### src/rtl/modulator_pkg.sv
// Shared state encodings and grant constants for the modulator source scheduler.
// Pure declarations: no latency, no flow control.
// Imported by modulator_scheduler and rr_arbiter2.
package modulator_pkg;

    typedef enum logic [1:0] {
        ST_SCHED_IDLE    = 2'd0,
        ST_SCHED_ARB     = 2'd1,
        ST_SCHED_LOCKED  = 2'd2,
        ST_SCHED_RELEASE = 2'd3
    } sched_state_e;

    localparam logic [1:0] GRANT_NONE = 2'b00;
    localparam logic [1:0] GRANT_SRC0 = 2'b01;
    localparam logic [1:0] GRANT_SRC1 = 2'b10;

endpackage

### src/rtl/rr_arbiter2.sv
// Two-requester arbiter: strict src0 priority or round-robin on a last-granted pointer.
// Grant is combinational from req; pointer updates on the edge where update is high.
// No backpressure; the caller decides when a grant is taken.
module rr_arbiter2 import modulator_pkg::*; (
    input  logic       clk,
    input  logic       rst,
    input  logic [1:0] req,
    input  logic       prio_mode,
    input  logic       update,
    output logic [1:0] gnt
);

    logic last_src1_q;
    logic last_src1_d;

    always_comb begin
        gnt = GRANT_NONE;
        case (req)
            2'b01:   gnt = GRANT_SRC0;
            2'b10:   gnt = GRANT_SRC1;
            2'b11:   gnt = (prio_mode || last_src1_q) ? GRANT_SRC0 : GRANT_SRC1;
            default: gnt = GRANT_NONE;
        endcase
    end

    always_comb begin
        last_src1_d = last_src1_q;
        if (update && (gnt != GRANT_NONE)) begin
            last_src1_d = gnt[1];
        end
    end

    // Reset points at src1 so src0 takes the first round-robin tie.
    always_ff @(posedge clk) begin
        if (rst) begin
            last_src1_q <= 1'b1;
        end else begin
            last_src1_q <= last_src1_d;
        end
    end

endmodule

### src/rtl/modulator_scheduler.sv
// Locks one of two byte sources onto the modulator FIFO port for a full frame.
// Grant 1 cycle after ARB; reads/data pass through combinationally. Optional MODULATOR_SCHED_STATS_EN.
// Backpressure: modulator sees mod_empty=1 outside LOCKED or when the granted source is empty.
module modulator_scheduler import modulator_pkg::*; #(
    parameter int FRAME_BYTES  = 2,
    parameter int IDLE_TIMEOUT = 2400,
    parameter int CNT_WIDTH    = 16
) (
    input  logic                 clk,
    input  logic                 rst,
    input  logic                 enable,
    input  logic                 prio_mode,
    input  logic [7:0]           src0_sample,
    input  logic                 src0_empty,
    output logic                 src0_read,
    input  logic [7:0]           src1_sample,
    input  logic                 src1_empty,
    output logic                 src1_read,
    output logic [7:0]           mod_sample,
    output logic                 mod_empty,
    input  logic                 mod_read,
    output logic [1:0]           grant,
    output logic                 busy,
    output logic [CNT_WIDTH-1:0] underrun_count
);

    localparam int RD_W = $clog2(FRAME_BYTES + 1);
    localparam int TO_W = $clog2(IDLE_TIMEOUT + 1);
    localparam logic [RD_W-1:0] RD_LAST = RD_W'(FRAME_BYTES - 1);
    localparam logic [TO_W-1:0] TO_LAST = TO_W'(IDLE_TIMEOUT - 1);

    sched_state_e    state_q, state_d;
    logic [1:0]      grant_q, grant_d;
    logic [RD_W-1:0] rd_cnt_q, rd_cnt_d;
    logic [TO_W-1:0] to_cnt_q, to_cnt_d;

    logic [1:0] arb_req;
    logic [1:0] arb_gnt;
    logic       arb_update;
    logic       locked;
    logic       accepted;
    logic       granted_empty;
    logic       frame_done;
    logic       timeout_hit;

    assign arb_req    = {~src1_empty, ~src0_empty};
    assign arb_update = (state_q == ST_SCHED_ARB) && enable && (arb_gnt != GRANT_NONE);

    rr_arbiter2 u_arb (
        .clk       (clk),
        .rst       (rst),
        .req       (arb_req),
        .prio_mode (prio_mode),
        .update    (arb_update),
        .gnt       (arb_gnt)
    );

    assign locked        = (state_q == ST_SCHED_LOCKED);
    assign src0_read     = mod_read & grant_q[0] & ~src0_empty & locked;
    assign src1_read     = mod_read & grant_q[1] & ~src1_empty & locked;
    assign accepted      = src0_read | src1_read;
    assign granted_empty = grant_q[1] ? src1_empty : src0_empty;

    // A read in the final timeout cycle wins: the frame completes instead of aborting.
    assign frame_done  = accepted && (rd_cnt_q == RD_LAST);
    assign timeout_hit = locked && !accepted && (to_cnt_q == TO_LAST);

    always_comb begin
        state_d  = state_q;
        grant_d  = grant_q;
        rd_cnt_d = rd_cnt_q;
        to_cnt_d = to_cnt_q;
        case (state_q)
            ST_SCHED_IDLE: begin
                grant_d = GRANT_NONE;
                if (enable) begin
                    state_d = ST_SCHED_ARB;
                end
            end
            ST_SCHED_ARB: begin
                grant_d = GRANT_NONE;
                if (!enable) begin
                    state_d = ST_SCHED_IDLE;
                end else if (arb_gnt != GRANT_NONE) begin
                    grant_d  = arb_gnt;
                    rd_cnt_d = '0;
                    to_cnt_d = '0;
                    state_d  = ST_SCHED_LOCKED;
                end
            end
            ST_SCHED_LOCKED: begin
                if (accepted) begin
                    rd_cnt_d = rd_cnt_q + RD_W'(1);
                    to_cnt_d = '0;
                end else begin
                    to_cnt_d = to_cnt_q + TO_W'(1);
                end
                if (frame_done || timeout_hit) begin
                    state_d = ST_SCHED_RELEASE;
                end
            end
            ST_SCHED_RELEASE: begin
                grant_d = GRANT_NONE;
                state_d = enable ? ST_SCHED_ARB : ST_SCHED_IDLE;
            end
            default: begin
                grant_d = GRANT_NONE;
                state_d = ST_SCHED_IDLE;
            end
        endcase
    end

    always_ff @(posedge clk) begin
        if (rst) begin
            state_q  <= ST_SCHED_IDLE;
            grant_q  <= GRANT_NONE;
            rd_cnt_q <= '0;
            to_cnt_q <= '0;
        end else begin
            state_q  <= state_d;
            grant_q  <= grant_d;
            rd_cnt_q <= rd_cnt_d;
            to_cnt_q <= to_cnt_d;
        end
    end

    // Grant stays held through RELEASE so the last byte is still on the mux.
    always_comb begin
        mod_sample = 8'h00;
        case (grant_q)
            GRANT_SRC0: mod_sample = src0_sample;
            GRANT_SRC1: mod_sample = src1_sample;
            default:    mod_sample = 8'h00;
        endcase
    end

    assign mod_empty = locked ? granted_empty : 1'b1;
    assign grant     = grant_q;
    assign busy      = locked || (state_q == ST_SCHED_RELEASE);

`ifdef MODULATOR_SCHED_STATS_EN
    logic [CNT_WIDTH-1:0] uc_q, uc_d;
    logic                 uc_event;

    // Underrun and timeout in the same cycle count once.
    always_comb begin
        uc_event = (locked && mod_read && granted_empty) || timeout_hit;
        uc_d     = uc_q;
        if (uc_event && (uc_q != {CNT_WIDTH{1'b1}})) begin
            uc_d = uc_q + CNT_WIDTH'(1);
        end
    end

    always_ff @(posedge clk) begin
        if (rst) begin
            uc_q <= '0;
        end else begin
            uc_q <= uc_d;
        end
    end

    assign underrun_count = uc_q;
`else
    assign underrun_count = '0;
`endif

endmodule

### config.mk
export PLATFORM = sky130hd
export DESIGN_NAME = modulator_scheduler
export DESIGN_NICKNAME = d
export VERILOG_FILES = /design/src/rtl/modulator_pkg.sv /design/src/rtl/rr_arbiter2.sv /design/src/rtl/modulator_scheduler.sv
export SDC_FILE = /design/constraint.sdc
export NUM_CORES = 1
export LEC_CHECK = 0
export ABC_AREA = 1
export CAP_MARGIN = 30
export CORE_MARGIN = 4
export CORE_UTILIZATION = 47
export DETAILED_ROUTE_END_ITERATION = 10
export HOLD_SLACK_MARGIN = 0.12
export PLACE_DENSITY = 0.95
export SETUP_SLACK_MARGIN = 0.4
export SYNTH_ARGS = -nofsm -noshare
export SYNTH_HDL_FRONTEND = slang
export SYNTH_SLANG_ARGS = --single-unit
### constraint.sdc
create_clock -name clk -period 4.67 [get_ports clk]
set_clock_uncertainty 0.1 [all_clocks]
set_input_delay 0.467 -clock clk [delete_from_list [all_inputs] [get_ports clk]]
set_output_delay 0.467 -clock clk [all_outputs]
set_load 0.01 [all_outputs]
After elaboration in Yosys (flattened, before gate mapping)
Cells that the tools add are included.
{ "word_totals": {"n_memories": 0, "romBits": 0, "reg_bits": 19, "output_inout_bits": 30, "ramBits": 0, "latchBits": 0} }
{ "classes": {"add_sub_neg": 2, "order_cmp": 0, "bitwise_logic": 9, "n_mux": 22, "div": 0, "shift": 0, "reduce_logical": 18, "n_mul": 0, "n_eq_ne": 16} }
{ "ops": {"columns": ["cell", "count"], "rows": [
  ["12-bit 2-to-1 mux", 3],
  ["12-bit one-hot mux with 2 select lines", 1],
  ["2-bit 2-to-1 mux", 10],
  ["8-bit one-hot mux with 2 select lines", 1],
  ["12-bit by 1-bit adder with 12-bit output (second input constant)", 1],
  ["12-bit equality test (second input constant)", 1],
  ["2-bit equality test (second input constant)", 5],
  ["2-bit by 1-bit equality test with 1-bit output (second input constant)", 4],
  ["2-bit one-hot mux with 2 select lines", 2],
  ["2-bit one-hot mux with 4 select lines", 1],
  ["1-bit AND", 6],
  ["1-bit logical AND", 6],
  ["2-bit by 1-bit inequality test with 1-bit output (second input constant)", 3],
  ["2-bit one-hot mux with 3 select lines", 1],
  ["3-bit AND reduction", 2],
  ["2-bit nonzero test", 3],
  ["2-bit inequality test (second input constant)", 2],
  ["4-bit AND reduction", 1],
  ["1-bit logical OR", 3],
  ["1-bit 2-to-1 mux", 3],
  ["3-bit by 2-bit inequality test with 1-bit output (second input constant)", 1],
  ["2-bit by 1-bit adder with 2-bit output (second input constant)", 1],
  ["2-bit logical NOT", 1],
  ["1-bit NOT", 2],
  ["3 further kinds", 3]
]} }

Logic depth before layout (Yosys ltp)
{ "logic_depth": {"depth_word": 10, "mapped_depth": 13} }

Hierarchy
A second synthesis with hierarchy kept.
{ "unflattened": {"hier_cells": 225, "area_unflattened_um2": 1539.0} }
{ "by_module_without_submodules": {"columns": ["mod", "instances", "cells_each", "area_each_um2"], "rows": [
  ["modulator_scheduler", 1, 215, 1468.9],
  ["rr_arbiter2", 1, 10, 70.1]
]} }

Least setup slack after synthesis
Ideal clock, no wire load.
{ "synth_timing": {"kind": "reg-to-output", "from": "register grant_q[0] (netlist: grant[0])", "to": "output mod_sample[0]", "path_stages_with_launch": 5, "required_time_ns": 4.103, "arrival_time_ns": 1.143, "setup_slack_ns": 2.960, "n_path_buf": 1, "path_cell_list": "dfxtp_1 > inv_1 > ha_1 > clkbuf_1 > a21oi_1"} }
{ "synth_between": {"elab_chain_len": 2} }
{ "synth_lines": {"columns": ["item", "line", "rtl"], "rows": [
  ["from (decl)", "modulator_scheduler.sv:33", "logic [1:0] grant_q, grant_d;"],
  ["from (signal assigned)", "modulator_scheduler.sv:121", "grant_q <= grant_d;"],
  ["2-bit equality test or 2-bit by 1-bit equality test with 1-bit output (tied branches)", "modulator_scheduler.sv:130", "case (grant_q)"],
  ["8-bit one-hot mux with 2 select lines *", "modulator_scheduler.sv:130", null],
  ["to (decl)", "modulator_scheduler.sv:19", "output logic [7:0] mod_sample,"]
]} }
Every way passes the cells marked *; elsewhere a longest branch is shown, timed or not.

Worst setup path in the final report
{ "layout_timing": {"from": "register state_q[0]", "to": "output busy"} }
{ "layout_between": {"elab_chain_len": 2} }
{ "layout_lines": {"columns": ["item", "line", "rtl"], "rows": [
  ["from (decl)", "modulator_scheduler.sv:32", "sched_state_e state_q, state_d;"],
  ["from (signal assigned)", "modulator_scheduler.sv:120", "state_q <= state_d;"],
  ["2-bit equality test (on tied branches)", "modulator_scheduler.sv:58, modulator_scheduler.sv:139", null],
  ["1-bit logical OR *", "modulator_scheduler.sv:139", "assign busy = locked || (state_q == ST_SCHED_RELEASE);"],
  ["to (decl)", "modulator_scheduler.sv:23", "output logic busy,"]
]} }
Marks and branches as above.

==> reports/metrics.yaml <==
run_status:
  status: "finished, final reports clean"
logic_synthesis:
  ys_types: 25
  synth_top_cell_by_area: "dfxtp_1"
  yosysWarnings: 0
  synth-seq-cells: 19
  avgSynthCellArea_um2: 6.533
  syn_inst: 212
  yosysSeqAreaShare_pct: 27.46
  yosys.area.top_type_share_pct: 27.46
  syn_area_mm2: 0.001385
  yosys-top-cells-area: "dfxtp_1 (27%), nand2_1 (14%), ha_1 (9.0%)"
worst_setup_path:
  critPathKind: "reg2out"
  required_ps: 4100
  start_kind: "flop"
  max_stage_delay_ps: 480
  cp_max_fo: 7
  crit_chain: "inv_1 -> ha_1 -> or2_2 -> clkdlybuf4s50_1"
  slowest_stage: "clkdlybuf4s50_1"
  worst-r2r-setup-slack_ps: 2470
  crit_arrival_ps: 1990
  end_kind: "output port"
power:
  fin_total_pwr_mw: 0.5231
  p_leak_nw: 0.6751
  vdd_ir_drop_max_v: 0.0002583
  power_density_mw_per_mm2: 303.4
clock_network:
  ctsHoldBuffers: 0
  clock_path_buffers: 2
  clockRootBuffer: "clkbuf_4"
  htree_levels: 1
  clk_latency_ps: 290
  clkTransAtPathRegs_ps: 110
  postCtsSetupBuffers: 0
  cts_tree: "built"
  cts_sinks: 19
  cts_resized: 0
  cts_buffers: 3
drt:
  detail_route.drc_violations: 0
  vias: 1353
  wl_um: 2975
  drtIter0Drc: 51
  avgViaCountPerCell: 4.867
  drtPass1Iterations: 4
  antenna_left: 0
  wl_per_cell_um: 10.70
sta:
  final_max_slew_viol_count: 0
  finalSetupViolCount: 0
  timing_hold_violations_final: 0
  period_share_pct: 54.73
  fmax_ghz: 0.3913
  rsz0062_at_grt: "no"
  setup-tns-final_ps: 0
  timing.final.crit_period_ps: 2556
floorplan:
  die_w_um: 62.29
  die_h_um: 62.29
  rows: 19
  core_area_mm2: 0.002781
  io_pins: 53
  dieArea_mm2: 0.003879
  start_util_pct: 49.80
placed_design:
  dp.cells: 274
  gp_congestion: 0.8229
  place_hpwl_um: 2485
  io_buffers: 36
worst_hold_path:
  min-delay-path-class: "reg2reg"
global_routing:
  antenna_found_initial: 0
  grt.overflow.total: 0
  grt_pass1_wl_um: 4926
  first_global_vias: 1185
  grt_max_degree: 12
  grtUsageTotal_pct: 14.65
final_layout:
  final_nets: 281
  antennaDiodeCount: 0
  drive_gt1_share_pct: 5.263
  stdcell_count: 278
  area_growth_pct: 24.48
flow_run:
  cap_violations: 0
logic make-up after synthesis:
family	Yosys count	synth area share [%]
AOI/OAI and AO/OA	36	13.64
xor gates and xnor gates	1	0.6325
adders and majority gates	10	9.033
buffers and inverters	44	16.98
DFF	19	27.46
other	1	0.2707
and+or+nand+nor	101	31.98
critical path, delay by kind of cell (launching register included):
kind / cells / cell delay (ps)
fa+ha+maj: 1 / 300
buf+inv: 2 / 630
simple gates: 1 / 310
flops: 1 / 460
area by class of cell:
type / instances / area, um2
fillers: 256 / 1057
clock buffers: 4 / 26.28
inverters: 24 / 92.59
well taps: 31 / 38.79
multi-input cells: 164 / 825.8
flip-flops and latches: 19 / 380.4
repair buffers: 36 / 360.3
synth_stat cells:
master / n
o21ai_2: 1
nor3_1: 3
or2_2: 1
nand3_1: 7
buf_4: 16
inv_2: 1
o21a_1: 1
buf_6: 1
nand2_2: 2
o21ai_0: 9
nand3b_1: 1
nor2_1: 25
ha_1: 10
clkbuf_1: 3
a21oi_1: 24
nand4_1: 5
inv_4: 1
a211oi_1: 1
inv_1: 22
dfxtp_1: 19
nand2_1: 53
nor2_4: 2
conb_1: 1
xor2_1: 1
nand3_2: 2
cells in the final DEF (no fill, tap or decap):
master,count
nor3_1,3
clkbuf_4,3
or2_2,1
clkdlybuf4s50_1,36
nor2_1,25
nor2_4,2
xor2_1,1
dfxtp_1,19
o21ai_2,1
nand3_2,2
nand2_2,2
nand4_1,5
o21a_1,1
a211oi_1,1
nand3b_1,1
clkbuf_1,1
inv_4,1
a21oi_1,24
o21ai_0,9
inv_1,22
ha_1,10
nand3_1,7
inv_2,1
conb_1,16
nand2_1,53
routing by layer:
metal	wire length, um	track usage, %	up-vias
met5	0	0	-
met4	65	6.631	0
met3	201	2.883	8
met2	1273	23.45	44
met1	1436	18.85	588
li1	-	-	713
registers in the layout, summed over array words and instances, names as in the netlist, named ones only:
signal / cells
to_cnt_q: 12
grant: 2
rd_cnt_q: 2
state_q: 1
u_arb.last_src1_q: 1
power by group:
group | leakage (nW) | switching [mW] | internal (mW)
sequential | 0.154 | 0.0213 | 0.183
combinational | 0.506 | 0.140 | 0.0955
clock | 0.0150 | 0.0493 | 0.0332
final timing paths:
kind | start | end | cells after the start
setup / recovery | state_q[0]$_SDFFE_PP0P_ | busy | 4
hold reg to reg | to_cnt_q[4]$_SDFFE_PP0P_ | to_cnt_q[4]$_SDFFE_PP0P_ | 2
hold / removal | to_cnt_q[4]$_SDFFE_PP0P_ | to_cnt_q[4]$_SDFFE_PP0P_ | 2
setup reg to reg | state_q[0]$_SDFFE_PP0P_ | to_cnt_q[4]$_SDFFE_PP0P_ | 9
through the flow:
step	area [um2]	hold slack [ps]	setup slack (ps)	utilization [%]
floorplan	1441	323.3	2960	-
global placement	1698	335.1	2369	61.04
detailed placement	1698	342.4	2343	61.04
CTS	1724	357.6	2113	61.99
global route	1724	380.4	2010	61.99
finish	1724	358.7	2114	61.99
Power figures use the tool's default switching activity.
